### src/rtl/mux_pkg.sv
// ---------------------------------------------------------------------------
// mux_pkg
// Shared definitions for the registered N:1 multiplexer (mux_n_reg) and its
// round-robin picker (rr_pick).
//   sel_width()    : select width that stays at least 1 bit wide
//   MODE_FIXED/RR  : encodings of the mode input
//   OUT_DATA_RST   : per-bit reset value of the output data register
// Optional feature macro used by the users of this package: MUX_RR_EN
// ---------------------------------------------------------------------------
package mux_pkg;

    localparam logic MODE_FIXED   = 1'b0;
    localparam logic MODE_RR      = 1'b1;

    // Replicated to the data width at the point of use.
    localparam logic OUT_DATA_RST = 1'b0;

    // $clog2(1) is 0, which would give a zero-width select; clamp to 1 bit.
    function automatic int sel_width(input int n);
        return (n <= 2) ? 1 : $clog2(n);
    endfunction

endpackage

### src/rtl/mux_n_reg_rr_pick.sv
// ---------------------------------------------------------------------------
// rr_pick
// Purely combinational round-robin grant search. Starting at ptr and moving
// upward (wrapping N-1 -> 0), returns the first index whose valid bit is set.
// Ports:
//   valid     in  N   per-channel valid bits
//   ptr       in  SW  search start index (always < N)
//   grant     out SW  selected channel index (0 when nothing is valid)
//   any_valid out 1   at least one valid bit set
// ---------------------------------------------------------------------------
module rr_pick
    import mux_pkg::*;
#(
    parameter int N  = 4,
    parameter int SW = sel_width(N)
) (
    input  logic [N-1:0]  valid,
    input  logic [SW-1:0] ptr,
    output logic [SW-1:0] grant,
    output logic          any_valid
);

    // Walk the offsets from farthest to nearest so the last hit, i.e. the
    // one closest to ptr, is the value left in grant.
    always_comb begin
        grant     = '0;
        any_valid = 1'b0;
        for (int k = N - 1; k >= 0; k--) begin
            int idx;
            idx = int'(ptr) + k;
            if (idx >= N) begin
                idx = idx - N;
            end
            if (valid[idx]) begin
                grant     = SW'(idx);
                any_valid = 1'b1;
            end
        end
    end

endmodule

### src/rtl/mux_n_reg.sv
// ---------------------------------------------------------------------------
// mux_n_reg
// N:1, W-bit multiplexer with a registered output stage and valid/ready
// handshakes on every input channel and on the output. The select comes from
// a held register (sel_q) loaded through sel_in/sel_load; with MUX_RR_EN
// defined, mode=1 switches to round-robin arbitration among valid channels.
// Ports:
//   clk, rst_n          rising-edge clock, asynchronous active-low reset
//   in_data[N*W]        channel i at bits [i*W +: W]
//   in_valid[N]         per-channel valid
//   in_ready[N]         per-channel ready (combinational)
//   sel_in, sel_load    fixed-mode select value and its load strobe
//   mode                0 fixed, 1 round-robin (only with MUX_RR_EN)
//   out_data/out_valid/out_chan  registered output word, valid, source index
//   out_ready           downstream ready
// Optional feature macro: MUX_RR_EN (round-robin mode and rr_ptr register).
// ---------------------------------------------------------------------------
module mux_n_reg
    import mux_pkg::*;
#(
    parameter int N  = 4,
    parameter int W  = 8,
    parameter int SW = sel_width(N)
) (
    input  logic            clk,
    input  logic            rst_n,
    input  logic [N*W-1:0]  in_data,
    input  logic [N-1:0]    in_valid,
    output logic [N-1:0]    in_ready,
    input  logic [SW-1:0]   sel_in,
    input  logic            sel_load,
    input  logic            mode,
    output logic [W-1:0]    out_data,
    output logic            out_valid,
    output logic [SW-1:0]   out_chan,
    input  logic            out_ready
);

    logic [SW-1:0] sel_q, sel_d;
    logic [W-1:0]  out_data_q, out_data_d;
    logic          out_valid_q, out_valid_d;
    logic [SW-1:0] out_chan_q, out_chan_d;

    logic          can_accept;
    logic [SW-1:0] grant;
    logic          grant_vld;
    logic          ready_en;
    logic          xfer;

    // The output register may take a new word whenever it is empty or its
    // current word is leaving this cycle, so streaming needs no bubble.
    assign can_accept = !out_valid_q || out_ready;

`ifdef MUX_RR_EN
    logic [SW-1:0] rr_ptr_q, rr_ptr_d;
    logic [SW-1:0] rr_grant;
    logic          rr_any;
    logic          rr_mode;

    assign rr_mode = (mode == MODE_RR);

    rr_pick #(
        .N  (N),
        .SW (SW)
    ) u_rr_pick (
        .valid     (in_valid),
        .ptr       (rr_ptr_q),
        .grant     (rr_grant),
        .any_valid (rr_any)
    );
`else
    // mode has no loads in the fixed-only build.
    logic unused_mode;
    assign unused_mode = mode;
`endif

    always_comb begin
        grant     = sel_q;
        grant_vld = in_valid[sel_q];
        // Fixed mode offers ready regardless of in_valid.
        ready_en  = 1'b1;
`ifdef MUX_RR_EN
        if (rr_mode) begin
            grant     = rr_grant;
            grant_vld = rr_any;
            ready_en  = rr_any;
        end
`endif
    end

    assign xfer = grant_vld && can_accept;

    always_comb begin
        in_ready        = '0;
        in_ready[grant] = can_accept && ready_en;
    end

    always_comb begin
        sel_d = sel_q;
        // Out-of-range selects (N not a power of two) are dropped.
        if (sel_load && (int'(sel_in) < N)) begin
            sel_d = sel_in;
        end
    end

`ifdef MUX_RR_EN
    always_comb begin
        rr_ptr_d = rr_ptr_q;
        if (rr_mode && xfer) begin
            rr_ptr_d = (int'(grant) == N - 1) ? '0 : grant + 1'b1;
        end
    end

    always_ff @(posedge clk or negedge rst_n) begin
        if (!rst_n) begin
            rr_ptr_q <= '0;
        end else begin
            rr_ptr_q <= rr_ptr_d;
        end
    end
`endif

    always_comb begin
        out_data_d  = out_data_q;
        out_valid_d = out_valid_q;
        out_chan_d  = out_chan_q;
        if (xfer) begin
            out_data_d  = in_data[grant*W +: W];
            out_chan_d  = grant;
            out_valid_d = 1'b1;
        end else if (out_ready) begin
            // Word consumed with nothing behind it; data/chan keep last value.
            out_valid_d = 1'b0;
        end
    end

    always_ff @(posedge clk or negedge rst_n) begin
        if (!rst_n) begin
            sel_q       <= '0;
            out_data_q  <= {W{OUT_DATA_RST}};
            out_valid_q <= 1'b0;
            out_chan_q  <= '0;
        end else begin
            sel_q       <= sel_d;
            out_data_q  <= out_data_d;
            out_valid_q <= out_valid_d;
            out_chan_q  <= out_chan_d;
        end
    end

    assign out_data  = out_data_q;
    assign out_valid = out_valid_q;
    assign out_chan  = out_chan_q;

endmodule

### config.mk
export PLATFORM = sky130hd
export DESIGN_NAME = mux_n_reg
export DESIGN_NICKNAME = d
export VERILOG_FILES = /design/src/rtl/mux_pkg.sv /design/src/rtl/mux_n_reg_rr_pick.sv /design/src/rtl/mux_n_reg.sv
export SDC_FILE = /design/constraint.sdc
export NUM_CORES = 1
export LEC_CHECK = 0
export CORE_MARGIN = 2
export CORE_UTILIZATION = 31
export DETAILED_ROUTE_END_ITERATION = 10
export PLACE_DENSITY = 0.74
export SLEW_MARGIN = 30
export SYNTH_ARGS = -nofsm -noshare
export SYNTH_HDL_FRONTEND = slang
export SYNTH_SLANG_ARGS = --single-unit
export TNS_END_PERCENT = 100
### constraint.sdc
create_clock -name clk -period 1.6 [get_ports clk]
set_input_delay 0.16 -clock clk [delete_from_list [all_inputs] [get_ports clk]]
set_output_delay 0.16 -clock clk [all_outputs]
set_load 0.1 [all_outputs]
==> summary.txt, run 1 <==
Outcome
  – Run status: finished with violations
  – Violated checks: negative setup slack

Yosys
  – Top cells by area, synth: sky130_fd_sc_hd__dfrtp_1, sky130_fd_sc_hd__mux4_2, sky130_fd_sc_hd__mux2_4
  – Synthesized-area fraction occupied by ao, oa, aoi and oai cells: 0.0290
  – Top-area cell type share of the netlist area: 0.397
  – Area share of fa/ha/maj cells after synthesis: 0
  – Fraction of synthesized cell area in xor and xnor cells: 0
  – Fraction of the mapped netlist area in simple logic gates: 0.0733
  – Post-synthesis average cell area: 15.5 um2
  – Mux cell area share after synthesis: 0.437
  – Area of the mapped netlist: 820 um2
  – Syn nets: 96
  – Synth Warn #: 0
  – Largest family of logic cells by synthesized area: multiplexers
  – Register bit total from synthesis: 13
  – Sequential element share of the synthesized area: 0.397
  – Count of cell types in the netlist: 20
  – Async S/R FF share, synth: 1.00
  – Cells after synthesis: 53
  – Cell accounting for the most synthesized area: sky130_fd_sc_hd__dfrtp_1
  – Primary flip-flop cell chosen by synthesis mapping: sky130_fd_sc_hd__dfrtp_1
  – Post-synth EDFFs: 0

Final layout
  – Final design utilization: 0.700
  – Layout overhead on the synthesized area: 113%
  – Most common cell after layout, fill and taps aside: sky130_fd_sc_hd__clkdlybuf4s50_1
  – Fraction of layout cells with a size suffix above 1: 0.525
  – Most frequent cells in the layout: sky130_fd_sc_hd__clkdlybuf4s50_1, sky130_fd_sc_hd__buf_12, sky130_fd_sc_hd__buf_4
  – Number of nets in the layout: 166
  – Fillcell total: around 180
  – ANT cells: 0

Worst setup path
  – Crit. End Element: output port
  – Data arrival, critical path: between 1 and 1.5 ns
  – CP Class: flip-flop to output port
  – WP data required: between 1 and 1.5 ns
  – Startpoint types: flip-flop
  – Largest fanout on the critical path: 3
  – Worst R2R Setup Slack: roughly 0.020 ns

Drt
  – Post-DR wirelength/cell: approximately 15 um
  – Number of antenna-violating nets in the routed design: 0
  – Via/cell ratio: between 4 and 5
  – Number of DRC markers after the initial detailed-route iteration: 14
  – DRC violation count after routing: 0
  – Final routed wirelength across all metal layers: 2.32 mm
  – Total via count after detailed routing: ~700
  – Drt pass-1 iters: 4

Global route
  – Overall overflow remaining after global route: 0
  – Pin count of the biggest net entering global routing: 14
  – Global-route wire length before repair: 3.95 mm
  – Vias in the first global route: about 830
  – Overall track demand over capacity in global routing: 0.168
  – Number of antenna violations at the first check in global routing: 0

Timing
  – Setup repair after global routing missed its margin: yes
  – Actual transition at the worst max-transition pin: between 0.6 and 0.7 ns
  – Period minus WS final: approximately 1.6 ns
  – Total count of max-transition violations in the final report: 0
  – Highest Clock Rate: between 0.6 and 0.7 GHz
  – Smallest setup slack after layout: -0.00672 ns
  – Count of endpoints failing hold in the final timing report: 0
  – Setup TNS: -0.00672 ns
  – Rel. slew slack: 0.596
  – Fin crit share: 1.00
  – Clock skew: ~0.0046 ns
  – Final setup vio count: 1

Die
  – Core footprint: between 0.002 and 0.0025 mm2
  – Ports: slightly below 60
  – Die width: 55.4 um
  – Initial standard-cell utilization of the core: 0.328
  – Placement row count: 18
  – Area of the die: 0.00307 mm2
  – Die height: ~55 um

Placed design
  – Half-perimeter wire length of the detailed placement result: 1.89 mm
  – Placer congestion estimate: between 0.7 and 0.8
  – Placement Setup Slack: -0.0982 ns
  – Number of port buffers: 56

Pwr
  – Worst ir drop on vdd: between 900 and 1000 uV
  – Cell leakage power: about 0.75 nW
  – Total power per unit cell area: 1490 mW/mm2
  – Post-layout power: ~2.6 mW

CTS
  – Maximum clock path buffer count: 2
  – Deepest level of the CTS H-tree: 1
  – # clock sinks: 13
  – TritonCTS clock tree: built
  – Worst-path clk slew: 0.09 ns
  – Total CTS buffers: 3
  – Hold_buf cts: 0
  – Root buffer cell: sky130_fd_sc_hd__clkbuf_4
  – Clock insertion delay at the later pin of the skew report: between 0.2 and 0.3 ns

Worst hold path
  – Worst Hold Class: primary input to async pin

Run
  – Max Cap Violations: 0
flip-flops by register name, summed over array words and instances, names as in the netlist:
register   cells
grant          2
out_data       8
out_chan       2
out_valid      1
power by group:
part           switching (mW)  internal, mW
combinational            1.03         0.796
clock                   0.112        0.0964
sequential              0.127         0.438
total                    1.27          1.33
worst max-delay path: stages (launching register included):
cell and delay [ns]:
sky130_fd_sc_hd__dfrtp_4 0.49, sky130_fd_sc_hd__nor2b_4 0.14, sky130_fd_sc_hd__buf_6 0.13, sky130_fd_sc_hd__nor3b_4 0.21, sky130_fd_sc_hd__buf_12 0.20
metrics by stage:
step | hold WS, ns | area, um2 | instances
after floorplan | -0.136 | 863 | 53
after global placement | 0.559 | 1670 | 145
after detailed placement | 0.561 | 1670 | 145
after CTS | 0.283 | 1720 | 150
after global routing | 0.290 | 1750 | 152
final | 0.261 | 1750 | 152
synthesized netlist by cell type (2+ instances only):
library cell and count:
sky130_fd_sc_hd__dfrtp_1 13, sky130_fd_sc_hd__mux2_2 2, sky130_fd_sc_hd__nand2_1 2, sky130_fd_sc_hd__mux2i_1 2
sky130_fd_sc_hd__mux4_2 8, sky130_fd_sc_hd__mux2_4 9, sky130_fd_sc_hd__buf_6 4
timing repair:
action / 4_1_cts / 5_1_grt
endpoints found under the setup margin: 11 / 12
gates resized for setup: 4 / 5
pin swaps: 1 / 0
setup buffers: 1 / 2
logic make-up after synthesis:
group,Yosys count
AO/OA/AOI/OAI,3
buffers and inverters,6
flip-flops,13
multiplexers,21
AND/OR/NAND/NOR,10
final timing paths:
check                                   end  cells past startpoint        start
worst max-delay path            in_ready[2]                      4    out_valid
worst min-delay path            out_chan[0]                      1        rst_n
worst max register to register  out_data[4]                      5    out_valid
worst min register to register  out_data[6]                      1  out_data[6]
max in group asynchronous         out_valid                      1        rst_n
min in group clk                   grant[0]                      2    sel_in[0]
metal layers:
metal  up-vias  part of all wire  wire length (um)  global-route usage
li1        335                 -                 -                   -
met1       340              0.36               832               0.193
met2        28              0.55              1280               0.293
met3         2             0.080               186              0.0585
met4         0            0.0078                18              0.0523
met5         -                 0                 0                   0
layout make-up:
class                      instances  area (um2)  share of cell area
clock buffer                       4        26.3              0.0150
inverter                           1        3.75             0.00215
multi-input combinational         34         505               0.289
sequential                        13         332               0.190
tap                               30        37.5              0.0215
timing repair buffer              70         845               0.483
No activity file was read; power rests on OpenSTA's default activity.
==> inputs of run 2 (changes only) <==
--- a/config.mk
+++ b/config.mk
@@ -6,9 +6,9 @@
 export NUM_CORES = 1
 export LEC_CHECK = 0
 export CORE_MARGIN = 2
-export CORE_UTILIZATION = 31
+export CORE_UTILIZATION = 30
 export DETAILED_ROUTE_END_ITERATION = 10
-export PLACE_DENSITY = 0.74
+export PLACE_DENSITY = 0.72
 export SLEW_MARGIN = 30
 export SYNTH_ARGS = -nofsm -noshare
 export SYNTH_HDL_FRONTEND = slang
==> summary.txt, run 2 (synthesized netlist as in run 1, its figures left out) <==
Outcome
  – Run status: finished with violations (unchanged)
  – Violated checks: negative setup slack (unchanged)

CTS
  – Clock insertion delay at the later pin of the skew report: 0.26 ns (was 0.27 ns)
  – TritonCTS clock tree: built (unchanged)
  – Worst-path clk slew: 0.08 ns (was 0.09 ns)
  – Root buffer cell: sky130_fd_sc_hd__clkbuf_4 (unchanged)
  – Maximum clock path buffer count: 2 (unchanged)
  – Total CTS buffers: 3 (unchanged)
  – # clock sinks: 13 (unchanged)
  – Deepest level of the CTS H-tree: 1 (unchanged)
  – Hold_buf cts: 0 (unchanged)

Pwr
  – Total power per unit cell area: 1490 mW/mm2 (about the same)
  – Sw power: 1.25 mW (was 1.27 mW)
  – Post-layout power: 2.57 mW (was 2.60 mW)
  – Cell leakage power: 0.736 nW (was 0.746 nW)
  – Switching share of total power: 0.485 (was 0.488)
  – Power share of the combinational group: 0.707 (was 0.703)
  – Internal power of the cells: 1.33 mW (about the same)
  – Clock network fraction of total power: 0.075 (was 0.080)
  – Proportion of power drawn by flip-flops and latches: 0.218 (was 0.217)
  – Worst ir drop on vdd: 1100 uV (was 960 uV)

Worst setup path
  – Data arrival, critical path: 1.76 ns (was 1.45 ns)
  – WP data required: 1.75 ns (was 1.44 ns)
  – Crit. End Element: flip-flop (was output port)
  – Startpoint types: flip-flop (unchanged)
  – Largest fanout on the critical path: 4 (was 3)
  – CP Class: flip-flop to flip-flop (was flip-flop to output port)

Die
  – Placement row count: 18 (unchanged)
  – Die width: 56.3 um (was 55.4 um)
  – Initial standard-cell utilization of the core: 0.325 (was 0.328)
  – Core footprint: 0.00252 mm2 (was 0.00250 mm2)
  – Die height: 56.3 um (was 55.4 um)
  – Area of the die: 0.00317 mm2 (was 0.00307 mm2)
  – Ports: 58 (unchanged)

Final layout
  – Most frequent cells in the layout: sky130_fd_sc_hd__clkdlybuf4s50_1, sky130_fd_sc_hd__buf_12, sky130_fd_sc_hd__dfrtp_1 (was sky130_fd_sc_hd__clkdlybuf4s50_1, sky130_fd_sc_hd__buf_12, sky130_fd_sc_hd__buf_4)
  – Number of flip-flops under the largest register name: 8 (unchanged)
  – Layout overhead on the synthesized area: 110% (was 113%)
  – Number of nets in the layout: 163 (was 166)
  – Fraction of layout cells with a size suffix above 1: 0.504 (was 0.525)
  – Most common cell after layout, fill and taps aside: sky130_fd_sc_hd__clkdlybuf4s50_1 (unchanged)
  – ANT cells: 0 (unchanged)

Worst hold path
  – Worst Hold Class: primary input to async pin (unchanged)

Timing
  – Rel. slew slack: 0.609 (was 0.596)
  – Final setup vio count: 4 (was 1)
  – Total count of max-transition violations in the final report: 0 (unchanged)
  – Count of endpoints failing hold in the final timing report: 0 (unchanged)
  – Fin crit share: 1.01 (was 1.00)
  – Highest Clock Rate: 0.621 GHz (was 0.622 GHz)
  – Setup repair after global routing missed its margin: yes (unchanged)
  – Period minus WS final: 1.61 ns (about the same)
  – Worst-case hold slack: 0.267 ns (was 0.261 ns)
  – Actual transition at the worst max-transition pin: 0.585 ns (was 0.605 ns)
  – Smallest setup slack after layout: -0.00918 ns (was -0.00672 ns)
  – Clock skew: 0.00277 ns (was 0.00457 ns)

Drt
  – Post-DR wirelength/cell: 14.8 um (was 15.3 um)
  – DRC violation count after routing: 0 (unchanged)
  – Drt pass-1 iters: 1 (was 4)
  – Via/cell ratio: 4.58 (was 4.64)
  – Number of antenna-violating nets in the routed design: 0 (unchanged)
  – Final routed wirelength across all metal layers: 2.20 mm (was 2.32 mm)
  – Total via count after detailed routing: 682 (was 705)
  – Number of DRC markers after the initial detailed-route iteration: 0 (was 14)

Global route
  – Highest-utilization routing layer at the global route stage: met2 (unchanged)
  – Global-route wire length before repair: 3.39 mm (was 3.95 mm)
  – Overall overflow remaining after global route: 0 (unchanged)
  – Pin count of the biggest net entering global routing: 14 (unchanged)
  – Overall track demand over capacity in global routing: 0.140 (was 0.168)
  – Global routing met3 resource utilization: 0.0599 (was 0.0585)
  – Met1 Usage GRT: 0.146 (was 0.193)
  – Number of antenna violations at the first check in global routing: 0 (unchanged)
  – Met2 global-route usage: 0.254 (was 0.293)
  – Vias in the first global route: 782 (was 827)

Placed design
  – Half-perimeter wire length of the detailed placement result: 1.83 mm (was 1.89 mm)
  – Placer congestion estimate: 0.690 (was 0.786)
  – Number of port buffers: 56 (unchanged)
  – Placement Setup Slack: -0.121 ns (was -0.0982 ns)

Run
  – Max Cap Violations: 0 (unchanged)
## run 2: worst paths after layout
kind / start / end / slack, ns / cells after the start
setup / recovery: out_valid / out_data[3] / -0.009 / 5
hold / removal: rst_n / grant[1] / 0.27 / 1
setup reg to reg: out_valid / out_data[3] / -0.009 / 5
hold reg to reg: out_chan[0] / out_chan[0] / 0.58 / 2
max in group asynchronous: rst_n / out_valid / 0.90 / 1
min in group clk: sel_in[1] / grant[1] / 0.51 / 2
## run 2: final cells by class
class,instances,area [um2]
repair buffers,67,831
flip-flops and latches,13,332
multi-input cells,34,493
inverters,1,3.75
well taps,30,37.5
fillers,178,800
clock buffers,4,26.3
## run 2: stage by stage
stage          cell area, um2  utilization  cells  setup TNS [ns]
2_1_floorplan             863            -     53           -1.66
3_3_place_gp             1640        0.651    143          -0.674
3_5_place_dp             1640        0.651    143           -1.01
4_1_cts                  1680        0.666    148       -0.000707
5_1_grt                  1720        0.683    149          -0.399
6_report                 1720        0.683    149         -0.0291
## run 2: power by group through the flow
| stage | registers, mW | logic, mW | clock network, mW |
|---|---|---|---|
| floorplan | 1.25 | 0.397 | 0 |
| global placement | 0.567 | 1.77 | 0 |
| detailed placement | 0.569 | 1.79 | 0 |
| CTS | 0.561 | 1.80 | 0.205 |
| global route | 0.578 | 1.87 | 0.227 |
| finish | 0.560 | 1.82 | 0.192 |
## run 2: what timing repair did
action                     CTS  global route
gates cloned                 0             1
buffers inserted             1             0
pin swaps                    1             0
resized for setup            2             6
setup endpoints to repair   10            11
## run 2: metal layers
metal / vias up / share of wire / wire length [um]
met5: - / 0 / 0
met4: 0 / 0.0073 / 16
met3: 2 / 0.093 / 204
met2: 28 / 0.56 / 1230
met1: 318 / 0.34 / 749
li1: 334 / - / -
## run 2: critical path, stage by stage (launching register included)
cell	delay (ns)
sky130_fd_sc_hd__dfrtp_4	0.49
sky130_fd_sc_hd__nor2b_4	0.14
sky130_fd_sc_hd__nor3_2	0.21
sky130_fd_sc_hd__o21ba_4	0.21
sky130_fd_sc_hd__clkbuf_16	0.16
sky130_fd_sc_hd__mux2_4	0.29
